===== config.mk =====
export PLATFORM = sky130hd
export DESIGN_NAME = gdp_scheduler
export DESIGN_NICKNAME = d
export VERILOG_FILES = /design/src/rtl/gdp_scheduler_pkg.sv /design/src/rtl/gdp_scheduler_max_tracker.sv /design/src/rtl/gdp_scheduler.sv
export SDC_FILE = /design/constraint.sdc
export NUM_CORES = 1
export LEC_CHECK = 0
export ABC_AREA = 1
export BUFFER_PORTS_ARGS = -buffer_cell sky130_fd_sc_hd__buf_2
export CORE_UTILIZATION = 59
export CTS_CLUSTER_DIAMETER = 150
export DETAILED_ROUTE_END_ITERATION = 7
export PLACE_DENSITY_LB_ADDON = 0.3
export REMOVE_ABC_BUFFERS = 1
export SYNTH_ARGS = -nofsm -noshare
export SYNTH_HDL_FRONTEND = slang
export SYNTH_SLANG_ARGS = --single-unit
export TNS_END_PERCENT = 5

===== constraint.sdc =====
create_clock -name clk -period 2.95 [get_ports clk]
set_input_delay 0.295 -clock clk [delete_from_list [all_inputs] [get_ports clk]]
set_output_delay 0.295 -clock clk [all_outputs]
set_load 0.05 [all_outputs]

===== src/rtl/gdp_scheduler_pkg.sv =====
// Shared types and defaults for the GDP frame scheduler.
//   num      : signed 16-bit feature / score value
//   state_t  : scheduler FSM states
//   N_*      : default parameter values used by gdp_scheduler
package gdp_scheduler_pkg;

    typedef logic signed [15:0] num;

    typedef enum logic [1:0] {
        IDLE    = 2'd0,
        LAUNCH  = 2'd1,
        COLLECT = 2'd2,
        DONE    = 2'd3
    } state_t;

    localparam int N_COMPONENTS   = 5;
    localparam int N_SENONES      = 10;
    localparam int TIMEOUT_CYCLES = 64;

    // Most negative score; running maximum starts here so any score beats it.
    localparam num NUM_MIN  = 16'sh8000;
    localparam num NUM_ZERO = 16'sh0000;

endpackage


===== src/rtl/gdp_scheduler_max_tracker.sv =====
// score_max_tracker: running maximum of the scores of one frame.
//   clear        : start of a new frame, forget the previous maximum
//   valid/idx/score : one accepted score
//   max_score/max_idx : current maximum (NUM_MIN / 0 before any score)
// The first score of a frame is always taken; later ones only when strictly
// greater (signed), or equal with a lower index, so ties keep the first seen.
module score_max_tracker
    import gdp_scheduler_pkg::*;
(
    input  logic       clk,
    input  logic       reset,
    input  logic       clear,
    input  logic       valid,
    input  logic [7:0] idx,
    input  num         score,
    output num         max_score,
    output logic [7:0] max_idx
);

    logic       has_r;
    num         max_r;
    logic [7:0] idx_r;
    logic       take_s;

    // Decide whether the incoming score replaces the current maximum.
    always_comb begin
        take_s = 1'b0;
        if (!has_r) begin
            take_s = 1'b1;
        end else if (score > max_r) begin
            take_s = 1'b1;
        end else if ((score == max_r) && (idx < idx_r)) begin
            take_s = 1'b1;
        end else begin
            take_s = 1'b0;
        end
    end

    // Maximum registers, re-armed at every frame start.
    always_ff @(posedge clk) begin
        if (reset || clear) begin
            has_r <= 1'b0;
            max_r <= NUM_MIN;
            idx_r <= 8'd0;
        end else if (valid && take_s) begin
            has_r <= 1'b1;
            max_r <= score;
            idx_r <= idx;
        end
    end

    assign max_score = max_r;
    assign max_idx   = idx_r;

endmodule


===== src/rtl/gdp_scheduler.sv =====
// gdp_scheduler: feeds feature frames to a GDP controller and collects the
// senone scores it returns.
//   frame_valid/frame_ready/frame_x : frame input, one-entry prefetch slot
//   new_vector_available/x          : start pulse and vector for the GDP
//   senone_idx/score/score_ready/gdp_idle/last_senone : GDP results
//   score_we/score_addr/score_data  : score RAM write port
//   best_score/best_idx             : maximum of the last completed frame
//   frame_done/busy/error/frame_count : status
module gdp_scheduler
    import gdp_scheduler_pkg::*;
#(
    parameter int n_components   = N_COMPONENTS,
    parameter int n_senones      = N_SENONES,
    parameter int timeout_cycles = TIMEOUT_CYCLES
) (
    input  logic        clk,
    input  logic        reset,
    input  logic        frame_valid,
    output logic        frame_ready,
    input  num          frame_x [n_components],
    output logic        new_vector_available,
    output num          x [n_components],
    input  logic [7:0]  senone_idx,
    input  num          senone_score,
    input  logic        score_ready,
    input  logic        gdp_idle,
    input  logic        last_senone,
    output logic        score_we,
    output logic [7:0]  score_addr,
    output logic [15:0] score_data,
    output num          best_score,
    output logic [7:0]  best_idx,
    output logic        frame_done,
    output logic        busy,
    output logic        error,
    output logic [15:0] frame_count
);

    localparam logic [15:0] WD_LAST   = 16'(timeout_cycles - 1);
    localparam logic [15:0] SEN_COUNT = 16'(n_senones);

    state_t      state_r, state_nxt_s;
    logic        slot_full_r;
    num          slot_x_r [n_components];
    num          x_r [n_components];
    logic        nva_r, score_ready_d_r, we_r;
    logic [7:0]  addr_r, best_idx_r;
    logic [15:0] data_r, frame_count_r, wd_r, senone_cnt_r;
    num          best_score_r;
    logic        frame_done_r, busy_r, error_r;

    logic        handshake_s, score_event_s, collect_ev_s, last_ev_s;
    logic        timeout_s, launch_s, err_set_s;
    num          trk_score_s;
    logic [7:0]  trk_idx_s;

    assign handshake_s   = frame_valid & ~slot_full_r;
    assign score_event_s = score_ready & ~score_ready_d_r;
    assign collect_ev_s  = score_event_s & (state_r == COLLECT);
    assign last_ev_s     = collect_ev_s & last_senone;
    assign timeout_s     = (state_r == COLLECT) & ~score_event_s & (wd_r == WD_LAST);
    assign err_set_s     = (last_ev_s && ((senone_cnt_r + 16'd1) != SEN_COUNT))
                         | timeout_s
                         | (score_event_s && (state_r == IDLE));

    // Next-state decision; DONE may launch straight from a same-cycle handshake.
    always_comb begin
        state_nxt_s = state_r;
        launch_s    = 1'b0;
        case (state_r)
            IDLE: begin
                if (slot_full_r && gdp_idle) begin
                    state_nxt_s = LAUNCH;
                    launch_s    = 1'b1;
                end else begin
                    state_nxt_s = IDLE;
                end
            end
            LAUNCH:  state_nxt_s = COLLECT;
            COLLECT: begin
                if (last_ev_s || timeout_s) begin
                    state_nxt_s = DONE;
                end else begin
                    state_nxt_s = COLLECT;
                end
            end
            DONE: begin
                if ((slot_full_r || handshake_s) && gdp_idle) begin
                    state_nxt_s = LAUNCH;
                    launch_s    = 1'b1;
                end else begin
                    state_nxt_s = IDLE;
                end
            end
            default: state_nxt_s = IDLE;
        endcase
    end

    // Scheduler state, prefetch slot, RAM write port, watchdog and status.
    always_ff @(posedge clk) begin
        if (reset) begin
            state_r         <= IDLE;
            slot_full_r     <= 1'b0;
            nva_r           <= 1'b0;
            score_ready_d_r <= 1'b0;
            we_r            <= 1'b0;
            addr_r          <= 8'd0;
            data_r          <= 16'd0;
            best_score_r    <= NUM_MIN;
            best_idx_r      <= 8'd0;
            frame_done_r    <= 1'b0;
            busy_r          <= 1'b0;
            error_r         <= 1'b0;
            frame_count_r   <= 16'd0;
            wd_r            <= 16'd0;
            senone_cnt_r    <= 16'd0;
            for (int i = 0; i < n_components; i++) begin
                x_r[i]      <= NUM_ZERO;
                slot_x_r[i] <= NUM_ZERO;
            end
        end else begin
            state_r         <= state_nxt_s;
            busy_r          <= (state_nxt_s != IDLE);
            nva_r           <= launch_s;
            score_ready_d_r <= score_ready;

            // A launch with an empty slot forwards the frame being handed over.
            if (launch_s) begin
                if (slot_full_r) begin
                    x_r <= slot_x_r;
                end else begin
                    x_r <= frame_x;
                end
                slot_full_r <= 1'b0;
            end else if (handshake_s) begin
                slot_x_r    <= frame_x;
                slot_full_r <= 1'b1;
            end

            we_r <= collect_ev_s;
            if (collect_ev_s) begin
                addr_r <= senone_idx;
                data_r <= senone_score;
            end

            if (launch_s) begin
                senone_cnt_r <= 16'd0;
            end else if (collect_ev_s) begin
                senone_cnt_r <= senone_cnt_r + 16'd1;
            end

            if ((state_r != COLLECT) || collect_ev_s) begin
                wd_r <= 16'd0;
            end else begin
                wd_r <= wd_r + 16'd1;
            end

            if (err_set_s) begin
                error_r <= 1'b1;
            end

            frame_done_r <= (state_r == DONE);
            if (state_r == DONE) begin
                best_score_r  <= trk_score_s;
                best_idx_r    <= trk_idx_s;
                frame_count_r <= frame_count_r + 16'd1;
            end
        end
    end

    score_max_tracker u_max (
        .clk       (clk),
        .reset     (reset),
        .clear     (launch_s),
        .valid     (collect_ev_s),
        .idx       (senone_idx),
        .score     (senone_score),
        .max_score (trk_score_s),
        .max_idx   (trk_idx_s)
    );

    assign frame_ready          = ~slot_full_r;
    assign new_vector_available = nva_r;
    assign x                    = x_r;
    assign score_we             = we_r;
    assign score_addr           = addr_r;
    assign score_data           = data_r;
    assign best_score           = best_score_r;
    assign best_idx             = best_idx_r;
    assign frame_done           = frame_done_r;
    assign busy                 = busy_r;
    assign error                = error_r;
    assign frame_count          = frame_count_r;

endmodule


==> Yosys cells after proc, flatten, opt, wreduce, memory -nomap -nowiden <==
Cells that the tools add are included.
{ "word_totals": {"elab_cells": 78, "inputBits": 110, "reg_bits": 290, "out_inout_bits": 150} }
{ "classes": {"order_cmp": 2, "n_bitwise": 12, "n_eq_ne": 7, "n_mux": 11, "reduce_logical": 15, "addsub": 3} }
{ "ops": {"columns": ["cell", "count"], "rows": [
  ["80-bit two-way mux", 1],
  ["16-bit by 1-bit adder with 16-bit output (second input constant)", 3],
  ["16-bit equality test", 1],
  ["16-bit by 6-bit equality test with 1-bit output (second input constant)", 1],
  ["16-bit greater-than comparator", 1],
  ["16-bit by 4-bit inequality test with 1-bit output (second input constant)", 1],
  ["8-bit < comparator", 1],
  ["1-bit two-way mux", 8],
  ["2-bit case mux with 4 select lines", 1],
  ["1-bit bitwise AND", 6],
  ["1-bit logical AND", 6],
  ["2-bit equality test (second input constant)", 2],
  ["1-bit logical OR", 4],
  ["1-bit inverter", 4],
  ["2-bit OR reduction", 2],
  ["2-bit by 1-bit equality test with 1-bit output (second input constant)", 1],
  ["2-bit zero test", 1],
  ["2-bit inequality test (second input constant)", 1],
  ["1-bit OR", 2],
  ["1-bit case mux with 2 select lines", 1],
  ["2-bit AND reduction", 1],
  ["2-bit nonzero test", 1]
]} }

==> Longest topological paths before layout <==
Gate-level depths: netlist (run 1).
{ "logic_depth": {"ltp_word": 9, "depth_mapped": 16, "mapped_depth_nobuf": 16} }

==> Modules after synthesis <==
From an unflattened synthesis (run 1), not the netlist that was laid out.
{ "hier_totals": {"hier_cells": 1576, "area_unflattened_um2": 12289.3} }
{ "by_module_without_submodules": {"columns": ["module", "n_inst", "seq_area_each_um2", "cells_per_inst", "area_per_inst_um2"], "rows": [
  ["gdp_scheduler", 1, 5305.1, 1309, 10460.0],
  ["score_max_tracker", 1, 500.5, 267, 1829.3]
]} }

==> Worst setup path after synthesis (run 1) <==
No wires, ideal clock.
{ "synth_timing": {"path_type": "register to register", "startpoint": "register frame_count_r[3], in the netlist frame_count[3]", "endpoint": "register frame_count_r[15], in the netlist frame_count[15]", "required_time_ns": 2.833, "n_path_buf": 0, "t_arrival_ns": 1.648, "period_less_slack_ns": 1.765, "stages_incl_launch_ff": 10, "setup_slack_ns": 1.185, "setup_ns": 0.117, "cell_sequence": "dfxtp_1 > nand2_1 > nor3_1 > inv_1 > nor3_1 > nand2_1 > inv_1 > nand3_1 > nand2_1 > nor2_1"} }
{ "synth_between": {"elab_chain_len": 1} }
{ "synth_rtl": {"columns": ["item", "line", "rtl"], "rows": [
  ["start, declared", "gdp_scheduler.sv:48", "logic [15:0] data_r, frame_count_r, wd_r, senone_cnt_r;"],
  ["start signal, assigned", "gdp_scheduler.sv:166", "frame_count_r <= frame_count_r + 16'd1;"],
  ["16-bit by 1-bit adder with 16-bit output", "gdp_scheduler.sv:166", null]
]} }
Every way passes these cells.
A chain may end at the register's enable or synchronous reset.

==> Worst setup path in the final report (run 1) <==
{ "layout_timing": {"startpoint": "register u_max.max_r[7], in the netlist u_max.max_score[7]", "endpoint": "register u_max.max_r[0], in the netlist u_max.max_score[0]"} }
{ "layout_between": {"elab_chain_len": 6, "word_cells_on_any_way": 7, "cone_classes": "order compare: 1; eq/ne: 1; mux: 3; reduce/logical: 2"} }
{ "layout_rtl": {"columns": ["item", "line", "rtl"], "rows": [
  ["start, declared", "gdp_scheduler_max_tracker.sv:21", "num max_r;"],
  ["start signal, assigned", "gdp_scheduler_max_tracker.sv:47", "max_r <= score;"],
  ["branches (longest 3 deep; another with 16-bit greater-than comparator)", null, null],
  ["1-bit two-way mux (*)", "gdp_scheduler_max_tracker.sv:30", "end else if (score > max_r) begin"],
  ["1-bit two-way mux (*)", "gdp_scheduler_max_tracker.sv:28", "if (!has_r) begin"],
  ["1-bit logical AND (*)", "gdp_scheduler_max_tracker.sv:45", "end else if (valid && take_s) begin"]
]} }
Mark *: on every way between the ends.

==> results.toml, run 1 <==
[outcome]
status = "completed"

[final_layout]
final_common_cell = "nand2_1"
syn2layout_area_growth_pct = 20.2
n_fill_cell = 1500
mostFrequentLayoutCells = "nand2_1 (370), dfxtp_1 (289), buf_2 (258)"
multiInputGateArea_um2 = 5500
antenna_cells = 0
nets = 1894
register_area_um2 = 5810
layout-drive-gt1-share_pct = 20.6

[grt]
grt.overflow.total = 0
grt_pass1_vias = 10300
grt_pass1_wl_um = 49000
grt_use_total_pct = 27.4
antenna_found_initial = 1
grt_max_degree = 81

[setup_path]
setup.worst_path.class = "reg -> reg"
cp_max_fo = 31
max_stage_delay_ps = 320
critPathRequiredTime_ps = 3410
cpMostUsedCell = "nand2_1"
worstSetupStartpointType = "flip-flop"
crit_path_end_kind = "flip-flop"
cp_cell_sequence = "inv_1, ha_1, nand2_2, nor2_4, o21ai_0, nand3_1, nand2_1, a21oi_2, nand2_2, nand2_4, nand2_4, nand2_1, nand2_1, nor2_1"
cp_slowest_cell = "ha_1"
timing.critical_path.arrival_ps = 2790
critPathBufInv = 1
crit_family = "simple AND/OR/NAND/NOR gates"

[clock_tree]
numClockSinks = 290
cts_buffer_depth = 3
cts_resized = 0
clk_latency_ps = 540
htree_num_levels = 1
cts_root_buf = "clkbuf_16"
clk_pin_slew_ps = 60
numCtsBuffers = 29
cts_tree = "yes"

[flow_run]
maxCapViolCount = 0

[sta]
tightestPinTransition_ps = 869
hold_viol = 0
rsz0062_at_grt = "false"
fin_skew_ps = 21.6
slew_viol_final = 0
timing.fmax_ghz = 0.430
max_slew_margin_pct = 42.1
tns_ps = 0
fin_crit_ps = 2330
setup_viol = 0
fin_crit_sh_pct = 78.9

[floorplan]
initial_utilization_pct = 61.1
rows = 51
die_w_um = 145
die_h_um = 145
core_area_um2 = 19800
io_pins = 260
dieArea_um2 = 21100

[power_and_ir_drop]
power.internal_w = 0.00657
comb_power_share_pct = 11.7
ir_drop_uv = 553
leakage_nw = 6.43
power_per_cell_area_nw_per_um2 = 609
switching_share_pct = 25.8
clkPwrFrac_pct = 41.4
pwr-share-seq_pct = 46.9
totalPowerFinal_w = 0.00886
switchingPower_w = 0.00229

[synthesis]
yosys_warnings = 0
synth_area_per_cell_um2 = 7.94
synth.distinct_cells = 45
ys_seq_elements = 290
yosysSeqAreaShare_pct = 48.0
netlist_instances = 1522
syn_area_um2 = 12100

[worst_hold_path]
hold_class = "in -> reg"

[routing]
vias_per_cell = 5.33
drtIter0Drc = 545
dr.pass1.iters = 5
drc = 0
wirelength_um = 29800
avgRoutedWirePerCell_um = 14.6
ant_nets = 0
vias = 10900

[place]
io_buffer_count = 259
place.gp.congestion = 0.850
dp_hpwl_um = 19200
-- layout make-up --
| cell class | count | share of cell area (%) |
|---|---|---|
| clock buffer | 40 | 5.83 |
| clock inverter | 12 | 0.792 |
| inverter | 109 | 2.81 |
| multi-input combinational | 1040 | 37.8 |
| sequential | 290 | 40.0 |
| tap | 265 | 2.28 |
| timing repair buffer | 283 | 10.5 |
-- synth_stat cells (all sizes together) --
master	number	area share [%]
mux2i	80	6.6
or2	2	0.10
o221a	1	0.093
dfxtp	290	48
xor2	6	0.43
o21bai	2	0.12
clkinv	1	0.031
nand2	378	12
a21oi	170	7.3
nor2	132	4.6
o21ai	154	6.4
nor4	7	0.36
nand3b	11	0.68
nor3b	1	0.062
o21a	7	0.43
a211oi	4	0.25
ha	31	3.2
a31oi	1	0.052
and2	1	0.052
o211ai	2	0.12
a311oi	1	0.072
nor3	14	0.62
xnor2	1	0.072
a21o	1	0.062
nand4	11	0.62
inv	108	3.4
clkbuf	43	1.3
buf	40	1.9
nand3	22	1.0
-- metrics by stage --
stage | setup slack [ps] | hold WS, ps | cell area, um2 | cells | utilization, %
global placement | 671 | 435 | 13500 | 1977 | 68.1
floorplan | -3100 | 364 | 11700 | 1439 | -
global route | 374 | 3.52 | 14500 | 2039 | 73.5
CTS | 637 | 0.475 | 14500 | 2039 | 73.5
detailed placement | 597 | 441 | 13500 | 1977 | 68.1
finish | 623 | 16.2 | 14500 | 2039 | 73.5
-- worst paths after layout --
kind	startpoint	endpoint	slack, ps	cells after the start
min reg2reg	x[49]	x[49]	450	2
min	frame_x[63]	slot_x_r[63]	20	3
max	u_max.max_score[7]	u_max.max_score[0]	620	14
max reg2reg	u_max.max_score[7]	u_max.max_score[0]	620	14
-- power groups by stage --
stage                     logic, W  registers [W]  clock network (W)
final                      0.00104        0.00415            0.00367
after global routing       0.00112        0.00417            0.00389
after CTS                  0.00104        0.00415            0.00372
after detailed placement   0.00102        0.00423                  0
after global placement    0.000995        0.00423                  0
after floorplan           0.000461        0.00446                  0
-- cells by family after synthesis --
family	after synthesis	synth area share, %
AND/OR/NAND/NOR	579	20.1
AO/OA/AOI/OAI	343	14.9
flip-flops	290	48.0
buffers and inverters	192	6.63
multiplexers	80	6.62
adder cells (fa/ha/maj)	31	3.21
XOR/XNOR	7	0.507
-- repair_timing --
action                    in CTS  in global routing
hold buffers                  10                  0
hold endpoints to repair      10                  0
buffers inserted               0                  0
-- state kept, by name (all words and copies together) (netlist names) --
name	count
score_we	1
frame_count	16
best_idx	8
frame_done	1
new_vector_available	1
wd_r	16
senone_cnt_r	16
u_max.has_r	1
error	1
score_ready_d_r	1
slot_full_r	1
u_max.max_score	16
score_addr	8
best_score	16
state_r	2
slot_x_r	80
score_data	16
busy	1
u_max.max_idx	8
x	80
-- worst min-delay path, delay by kind of cell --
| kind | cells | cell delay, ps |
|---|---|---|
| AO/OA/AOI/OAI | 1 | 50 |
| AND/OR/NAND/NOR | 1 | 60 |
| buffers and inverters | 1 | 100 |
-- layer usage --
metal	track usage, %	wire length (um)	vias up
met5	0	13	-
met3	6.76	2510	54
met2	45.6	14200	392
met4	9.00	635	2
li1	-	-	5453
met1	34.7	12500	4972
No activity file was read; power rests on OpenSTA's default activity.
==> inputs of run 2 (changes only) <==
--- a/config.mk
+++ b/config.mk
@@ -7,7 +7,7 @@
 export LEC_CHECK = 0
 export ABC_AREA = 1
 export BUFFER_PORTS_ARGS = -buffer_cell sky130_fd_sc_hd__buf_2
-export CORE_UTILIZATION = 59
+export CORE_UTILIZATION = 55
 export CTS_CLUSTER_DIAMETER = 150
 export DETAILED_ROUTE_END_ITERATION = 7
 export PLACE_DENSITY_LB_ADDON = 0.3
==> constraint.sdc (replaced) <==
create_clock -name clk -period 2.25 [get_ports clk]
set_input_delay 0.225 -clock clk [delete_from_list [all_inputs] [get_ports clk]]
set_output_delay 0.225 -clock clk [all_outputs]
set_load 0.05 [all_outputs]
==> results.toml, run 2 (synthesized netlist as in run 1, its figures left out) <==
[outcome]
status = "completed"

[sta]
hold_viol = 0
holdWs_ps = 52.6
fin_crit_ps = 2050
setup_viol = 0
slew_viol_final = 0
tns_ps = 0
fin_skew_ps = 31.2
max_slew_margin_pct = 60.5
fin_crit_sh_pct = 91.3
timing.fmax_ghz = 0.487
tightestPinTransition_ps = 593

[routing]
drtIter0Drc = 640
dr.pass1.iters = 5
vias = 11600
drc = 0
avgRoutedWirePerCell_um = 15.6
vias_per_cell = 5.42
wirelength_um = 33500
ant_nets = 0

[grt]
grt.overflow.total = 0
grt_use_total_pct = 29.0
grt_pass1_vias = 11400
antenna_found_initial = 0
grt_pass1_wl_um = 53400
grt_max_degree = 81

[power_and_ir_drop]
ir_drop_uv = 799
power.internal_w = 0.00896
switchingPower_w = 0.00321
totalPowerFinal_w = 0.0122
switching_share_pct = 26.4
leakage_nw = 6.85
power_per_cell_area_nw_per_um2 = 779
pwr-share-seq_pct = 44.8
clkPwrFrac_pct = 42.6
comb_power_share_pct = 12.6

[floorplan]
dieArea_um2 = 22600
die_h_um = 150
core_area_um2 = 21300
initial_utilization_pct = 56.8
io_pins = 260
die_w_um = 150
rows = 53

[final_layout]
mostFrequentLayoutCells = "nand2_1 (370), dfxtp_1 (289), buf_2 (258)"
antenna_cells = 0
syn2layout_area_growth_pct = 29.2
final_common_cell = "nand2_1"
nets = 1987
layout-drive-gt1-share_pct = 19.8

[clock_tree]
clk_latency_ps = 570
numCtsBuffers = 30
cts_tree = "yes"
post_cts_buffers = 0
cts_root_buf = "clkbuf_16"
htree_num_levels = 1
clk_pin_slew_ps = 60
cts_buffer_depth = 3
numClockSinks = 290

[worst_hold_path]
worstHoldEndpoint = "score_data[8]"
hold_start = "senone_score[8]"
hold-path-cell-count = 4
hold_class = "in -> reg"

[setup_path]
crit_path_end_kind = "flip-flop"
r2r-start = "u_max.max_score[6]"
setup.worst_path.class = "reg -> reg"
cp_cell_sequence = "inv_1, ha_1, nand2_2, nor2_4, o21ai_0, nand3_1, nand2_1, a21oi_2, nand2_2, nand2_8, buf_12, nand3b_1, nand2_1, nor2_1"
max_stage_delay_ps = 340
timing.critical_path.arrival_ps = 2500
cp_max_fo = 21
cp_slowest_cell = "dfxtp_1"
worstSetupStartpoint = "u_max.max_score[6]"
critPathBufInv = 2
r2r_cells = 14
worstSetupStartpointType = "flip-flop"
timing.rr.end = "u_max.max_idx[6]"
crit_family = "simple AND/OR/NAND/NOR gates"
critPathRequiredTime_ps = 2690
worst-r2r-setup-slack_ps = 200

[flow_run]
maxCapViolCount = 0

[place]
place.gp.congestion = 0.811
dp_hpwl_um = 19500
io_buffer_count = 259
==> run 2: power by group through the flow <==
stage          sequential [W]  combinational, W  clock, W
2_1_floorplan         0.00585          0.000605         0
3_3_place_gp          0.00554           0.00133         0
3_5_place_dp          0.00555           0.00135         0
4_1_cts               0.00544           0.00149   0.00520
5_1_grt               0.00547           0.00165   0.00545
6_report              0.00545           0.00154   0.00518
==> run 2: cell type report <==
type | instances | area [um2]
sequential | 290 | 5810
fill | 1532 | 5670
multi-input combinational | 1040 | 5530
timing repair buffer | 375 | 2500
clock buffer | 41 | 842
inverter | 109 | 409
tap | 275 | 344
clock inverter | 13 | 185
==> run 2: metal layers <==
| layer | track usage (%) | part of all wire (%) |
|---|---|---|
| met1 | 34.0 | 41 |
| met2 | 50.9 | 48 |
| met3 | 6.79 | 8.3 |
| met4 | 10.9 | 3.0 |
| met5 | 0 | 0 |
==> run 2: metrics by stage <==
stage	utilization (%)	setup WS, ps	area (um2)	std cells
4_1_cts	73.2	159	15600	2143
2_1_floorplan	-	-3800	11700	1439
5_1_grt	73.4	-9.70	15600	2143
3_3_place_gp	63.8	288	13600	1990
6_report	73.4	196	15600	2143
3_5_place_dp	63.8	201	13600	1990
==> run 2: repair_timing <==
action                                  CTS  global route
hold buffers                             99             0
endpoints found under the setup margin    0             9
hold endpoints to repair                177             0
resized for setup                         0             3
==> run 2: how the worst max path moves through the flow <==
stage | end | slack [ps] | cells past startpoint
3_5_place_dp | u_max.max_score[2] | 200 | 15
2_1_floorplan | slot_x_r[0] | -3800 | 5
5_1_grt | u_max.max_idx[6] | -10 | 14
3_3_place_gp | u_max.max_score[2] | 290 | 13
4_1_cts | u_max.max_score[2] | 160 | 15
6_report | u_max.max_idx[6] | 200 | 14
==> run 2: tightest hold or removal path, stage by stage <==
cell and delay, ps:
buf_2 100, nor2_1 50, nor2_1 80, o21a_1 110
